[config.mk]
export PLATFORM = sky130hd
export DESIGN_NAME = sha256_round_ctrl
export DESIGN_NICKNAME = d
export VERILOG_FILES = /design/src/rtl/sha256_pkg.sv /design/src/rtl/sha256_round_ctrl.sv
export SDC_FILE = /design/constraint.sdc
export NUM_CORES = 1
export LEC_CHECK = 0
export CAP_MARGIN = 20
export CORE_AREA = 2 2 39 41
export DETAILED_ROUTE_END_ITERATION = 8
export DIE_AREA = 0 0 41 43
export PLACE_DENSITY_LB_ADDON = 0.15
export SETUP_SLACK_MARGIN = 0.4
export SYNTH_ARGS = -nofsm -noshare
export SYNTH_HDL_FRONTEND = slang
export SYNTH_SLANG_ARGS = --single-unit
[constraint.sdc]
create_clock -name i_clk -period 1.35 [get_ports i_clk]
set_input_delay 0.27 -clock i_clk [delete_from_list [all_inputs] [get_ports i_clk]]
set_output_delay 0.27 -clock i_clk [all_outputs]
set_load 0.005 [all_outputs]
[src/rtl/sha256_pkg.sv]
// rtl/sha256_pkg.sv - shared SHA-256 constants and controller state type
package sha256_pkg;

  localparam int SHA256_ROUNDS    = 64;
  localparam int SHA256_MSG_WORDS = 16;

  typedef enum logic [2:0] {
    CTRL_IDLE   = 3'd0,
    CTRL_INIT   = 3'd1,
    CTRL_ROUND  = 3'd2,
    CTRL_UPDATE = 3'd3,
    CTRL_DONE   = 3'd4
  } ctrl_state_t;

  // Initial hash value H0..H7, consumed by the datapath when o_init_h is high.
  localparam logic [31:0] SHA256_IV_0 = 32'h6a09e667;
  localparam logic [31:0] SHA256_IV_1 = 32'hbb67ae85;
  localparam logic [31:0] SHA256_IV_2 = 32'h3c6ef372;
  localparam logic [31:0] SHA256_IV_3 = 32'ha54ff53a;
  localparam logic [31:0] SHA256_IV_4 = 32'h510e527f;
  localparam logic [31:0] SHA256_IV_5 = 32'h9b05688c;
  localparam logic [31:0] SHA256_IV_6 = 32'h1f83d9ab;
  localparam logic [31:0] SHA256_IV_7 = 32'h5be0cd19;

  localparam logic [7:0][31:0] SHA256_IV = {
    SHA256_IV_7, SHA256_IV_6, SHA256_IV_5, SHA256_IV_4,
    SHA256_IV_3, SHA256_IV_2, SHA256_IV_1, SHA256_IV_0
  };

endpackage

[src/rtl/sha256_round_ctrl.sv]
// rtl/sha256_round_ctrl.sv - control FSM sequencing one SHA-256 block compression
module sha256_round_ctrl
  import sha256_pkg::*;
#(
  parameter int ROUNDS    = SHA256_ROUNDS,
  parameter int MSG_WORDS = SHA256_MSG_WORDS,
  parameter int J_W       = 7
) (
  input  logic           i_clk,
  input  logic           i_rst,
  input  logic           i_start,
  input  logic           i_first,
  input  logic [J_W-1:0] j,
  output logic           clr_j,
  output logic           cnt_j_en,
  output logic           o_ld_msg,
  output logic           o_init_h,
  output logic           o_ld_wv,
  output logic           o_round_en,
  output logic           o_w_sel_msg,
  output logic           o_upd_h,
  output logic           o_ready,
  output logic           o_busy,
  output logic           o_done
);

  localparam logic [J_W-1:0] LAST_J = J_W'(ROUNDS - 1);
  localparam logic [J_W-1:0] MSG_J  = J_W'(MSG_WORDS);

  ctrl_state_t state_q, state_d;
  logic        first_q, first_d;

  always_ff @(posedge i_clk) begin
    if (i_rst) begin
      state_q <= CTRL_IDLE;
      first_q <= 1'b0;
    end else begin
      state_q <= state_d;
      first_q <= first_d;
    end
  end

  always_comb begin
    state_d     = state_q;
    first_d     = first_q;
    clr_j       = 1'b0;
    cnt_j_en    = 1'b0;
    o_ld_msg    = 1'b0;
    o_init_h    = 1'b0;
    o_ld_wv     = 1'b0;
    o_round_en  = 1'b0;
    o_w_sel_msg = 1'b0;
    o_upd_h     = 1'b0;
    o_ready     = 1'b0;
    o_busy      = 1'b0;
    o_done      = 1'b0;

    unique case (state_q)
      CTRL_IDLE: begin
        o_ready = 1'b1;
        if (i_start) begin
          first_d = i_first;
          state_d = CTRL_INIT;
        end
      end
      CTRL_INIT: begin
        clr_j    = 1'b1;
        o_ld_msg = 1'b1;
        o_ld_wv  = 1'b1;
        o_init_h = first_q;
        o_busy   = 1'b1;
        state_d  = CTRL_ROUND;
      end
      CTRL_ROUND: begin
        o_round_en  = 1'b1;
        cnt_j_en    = 1'b1;
        o_busy      = 1'b1;
        o_w_sel_msg = (j < MSG_J);
        // >= rather than == so a corrupted counter still terminates the block
        if (j >= LAST_J) begin
          state_d = CTRL_UPDATE;
        end
      end
      CTRL_UPDATE: begin
        o_upd_h = 1'b1;
        clr_j   = 1'b1;
        o_busy  = 1'b1;
        state_d = CTRL_DONE;
      end
      CTRL_DONE: begin
        o_done  = 1'b1;
        o_busy  = 1'b1;
        state_d = CTRL_IDLE;
      end
      default: begin
        state_d = CTRL_IDLE;
      end
    endcase
  end

endmodule

Yosys cells after proc, flatten, opt, wreduce, memory -nomap -nowiden
Cells that the tools add are included.
Storage, ports and cells
  flip-flop bits (word level): 4
  bits in latches: 0
  bits in writable memories: 0
  bits in read-only memories: 0
  input bits: 11
  output and inout port bits: 11
  logic and storage cells: 27
  memories: 0
Operators by class
  add/sub/neg operators: 0
  multiply operators: 0
  div/mod/pow operators: 0
  $lt $le $gt $ge: 2
  equality and inequality tests: 6
  shift operators: 0
  multiplexer cells: 12
  bitwise logic cells: 0
  reduce and logical (&&, ||, !) cells: 5
Operators by type and width (count)
  3-bit one-hot mux with 4 select lines: 1
  1-bit 2-to-1 mux: 9
  7-bit by 6-bit >= comparator with 1-bit output, second input constant: 1
  7-bit by 5-bit < comparator with 1-bit output, second input constant: 1
  3-bit by 2-bit == test with 1-bit output, second input constant: 2
  3-bit 2-to-1 mux: 2
  2-bit inequality test, second input constant: 2
  2-bit AND reduction: 2
  4-bit OR reduction: 1
  3-bit by 1-bit == test with 1-bit output, second input constant: 1
  3-bit == test, second input constant: 1
  3-bit logical NOT: 1
  2-bit OR reduction: 1

Logic depth before layout (Yosys ltp)
  depth in word-level cells: 3
  mapped depth: 4
  gate-level depth less buffers: 3

Worst setup path after synthesis
Ideal clock, no wire load.
  path type: reg-to-output
  start point: register state_q[0]
  end point: output o_init_h
  arrival time: 0.889 ns
  data required time: 1.080 ns
  path slack: 0.191 ns
  stages on the path, launching flop included: 4
  path buffers: 0
  cells stage by stage: dfxtp_1 > nor2b_4 > and2b_1 > and2_1
On the way
  cells in the longest elaborated chain, start to end: 2
RTL lines
  start, declared: line sha256_round_ctrl.sv:30  | ctrl_state_t state_q, state_d;
  start signal, assigned: line sha256_round_ctrl.sv:38  | state_q <= state_d;
  3-bit by 1-bit == test with 1-bit output: line sha256_round_ctrl.sv:58  | unique case (state_q)
  1-bit 2-to-1 mux: line sha256_round_ctrl.sv:58
  end, declared: line sha256_round_ctrl.sv:17  | output logic o_init_h,
No other way between the ends.

Final worst setup path
  start point: register state_q[2]
  end point: output o_w_sel_msg
On the way
  cells in the longest elaborated chain, start to end: 2
RTL lines
  3-bit by 2-bit == test with 1-bit output: line sha256_round_ctrl.sv:58
  1-bit 2-to-1 mux: line sha256_round_ctrl.sv:58
  end, declared: line sha256_round_ctrl.sv:20  | output logic o_w_sel_msg,
No other way between the ends.

==> flow_summary.json <==
{
  "muxShareOfSynthArea_pct": 0,
  "wl_met3_um": 55,
  "die_x_um": 41,
  "grt_pass1_vias": 323,
  "finish.utilization_pct": 45.1,
  "die_h_um": 43,
  "arrival_ns": 1.14,
  "worstMarginPinSlew_ns": 0.177,
  "grt_max_degree": 6,
  "relSlewSlack_pct": 88.2,
  "finalHoldViolCount": 0,
  "finalCriticalPeriod_ns": 1.41,
  "tns_ns": -0.205,
  "port_buffers": 21,
  "post_drt_wl_per_cell_um": 11.2,
  "r2r_start": "state_q[2]",
  "layout-drive-gt1-share_pct": 59.0,
  "antenna_found_initial": 0,
  "drt_drc_violations_left": 0,
  "synth_top_family_by_area": "simple AND/OR/NAND/NOR gates",
  "finalMaxSlewViolations": 0,
  "gp_congestion": 0.612,
  "p_clk_share_pct": 27.9,
  "cts.sinks": 4,
  "nFillCells": 145,
  "drt_iter0_markers": 6,
  "fin_cells": 77,
  "yosys_register_bits": 4,
  "leakagePower_uw": 0.000314,
  "met2WireLength_um": 502,
  "setup_slack_ns": -0.0628,
  "rows": 14,
  "cp.required_ns": 1.08,
  "finalCritPeriodShare_pct": 105,
  "final_nets": 73,
  "synth-seq-area-share_pct": 30.9,
  "ys_warn_count": 0,
  "synth.cell_area_um2": 259,
  "ioPinCount": 22,
  "power_density_nw_per_um2": 919,
  "reg2reg_depth": 6,
  "holdCritPathClass": "primary input to flop",
  "cts-htree-levels": 1,
  "max-clock-path-buffers": 2,
  "grt_util_all_layers_pct": 11.6,
  "worst_ir_drop_vdd_uv": 481,
  "antenna_left": 0,
  "critPathCaptureType": "output pin",
  "synth.avg_cell_area_um2": 9.25,
  "initial_core_util_pct": 18.7,
  "path_max_fanout": 3,
  "synthToLayoutAreaGrowth_pct": 141,
  "firstDrtPassIters": 4,
  "met1_length_um": 304,
  "violations": "negative setup slack",
  "critPathCapture": "o_w_sel_msg",
  "hpwl_um": 628,
  "diodes": 0,
  "p_comb_share_pct": 46.8,
  "dpl.cell_count": 69,
  "synth_compound_area_share_pct": 15.9,
  "startpoint": "state_q[2]",
  "vias": 328,
  "status": "finished with violations",
  "timing.fmax_mhz": 708,
  "coreArea_um2": 1380,
  "p_int_uw": 416,
  "synth_xor_area_share_pct": 3.38,
  "p_sw_uw": 157,
  "grt_pass1_wl_um": 1350,
  "die-area_um2": 1760,
  "seqPwrFrac_pct": 25.3,
  "timing.rr.end": "first_q",
  "swShare_pct": 27.4,
  "critPathLaunchType": "flop",
  "grt.overflow.total": 0,
  "syn-num-nets": 39,
  "critPathKind": "flop to output pin",
  "clk_latency_ns": 0.24,
  "rsz0062_at_grt": "yes",
  "synthSimpleGateAreaFrac_pct": 41.1,
  "highest_layer": "met3",
  "clock-root-buffer": "clkbuf_4",
  "cts_tree": "yes",
  "drv_cap": 0,
  "netlist-cell-type-count": 20,
  "synthAdderAreaFrac_pct": 0,
  "viasPerCell": 4.26,
  "clk_pin_slew_worst_paths_ns": 0.03,
  "skew_ns": 0.00919,
  "synth_cells": 28,
  "drt-total-wl_um": 862,
  "numCtsBuffers": 3,
  "finalSetupViolations": 5,
  "ff2ff_setup_slack_ns": 0.13
}
==> flip-flops by register name, summed over array words and instances (netlist names) <==
register	flops
first_q	1
state_q	3
==> final cells by class <==
cell class | instances | area, um^2 | area share (%)
timing repair buffer | 32 | 293 | 46.9
multi-input combinational | 21 | 196 | 31.5
sequential | 4 | 88.8 | 14.2
clock buffer | 4 | 26.3 | 4.21
tap | 16 | 20.0 | 3.21
==> critical path, stage by stage, from the launching register on <==
cell     delay [ns]
dfxtp_4        0.35
nor2_4         0.11
and2_4         0.14
nor4b_4        0.16
buf_2          0.15
==> metrics by stage <==
step | hold slack [ns] | worst slack [ns] | power, uW | instance area [um^2]
final | 0.387 | -0.0628 | 574 | 624
after floorplan | 0.333 | 0.275 | 236 | 282
after global placement | 0.539 | -0.453 | 368 | 536
after detailed placement | 0.537 | -0.481 | 371 | 536
after global routing | 0.405 | -0.136 | 615 | 624
after CTS | 0.547 | -0.0846 | 556 | 587
==> power by group through the flow <==
| stage | clock network (uW) | logic, uW | registers [uW] |
|---|---|---|---|
| finish | 160 | 269 | 145 |
| global placement | 0 | 225 | 143 |
| detailed placement | 0 | 228 | 143 |
| CTS | 170 | 241 | 145 |
| global route | 179 | 289 | 148 |
| floorplan | 0 | 94.2 | 142 |
==> metal layers <==
layer	GRT usage, %	vias to the layer above
li1	-	165
met1	13.2	147
met2	17.8	16
met3	4.71	0
met4	6.00	0
met5	0	-
==> worst min path at each step <==
stage | from | endpoint | slack (ns) | cells after the start
CTS | state_q[0] | state_q[0] | 0.55 | 3
finish | i_start | first_q | 0.39 | 3
global route | i_start | first_q | 0.41 | 3
floorplan | i_rst | state_q[0] | 0.33 | 1
global placement | state_q[0] | state_q[0] | 0.54 | 3
detailed placement | state_q[0] | state_q[0] | 0.54 | 3
==> what timing repair did <==
action	in CTS	in global routing
setup endpoints to repair	14	15
hold buffers	0	0
resized for setup	63	7
buffers inserted	2	2
pin swaps	8	2
==> logic make-up after synthesis <==
family	Yosys count
buf+inv	3
xor+xnor	1
compound gates	6
simple gates	14
flops	4
==> layout by cell type (no fill, tap or decap), drive strengths merged <==
cell type and instances:
a31oi 1, and2b 2, clkbuf 4, a211oi 1, buf 21, nor3b 1, nor2 2, o21a 1
clkdlybuf4s15 1, dfxtp 4, nand3 1, xnor2 1, and4 1, nor3 2, o21ai 1, a21oi 1
nor2b 1, and2 3, a21bo 1, dlygate4sd2 5, clkdlybuf4s50 2, nor4b 1, dlymetal6s2s 3
==> cells in the mapped netlist <==
master	instances	area share, %
a21oi_1	1	1.9
and2b_1	2	5.8
nor2_1	2	2.9
buf_4	2	5.8
a31oi_1	1	2.4
nor3_1	1	1.9
nor3_2	1	3.9
a21bo_1	1	3.9
and4_1	1	3.4
clkbuf_4	1	2.9
a211oi_1	1	2.9
xnor2_1	1	3.4
o21ai_0	1	1.9
nand3_1	1	1.9
nor4b_2	1	5.8
o21a_1	1	2.9
nor3b_1	1	2.9
dfxtp_1	4	31
nor2b_4	1	5.3
and2_1	3	7.2
Power figures use the tool's default switching activity.
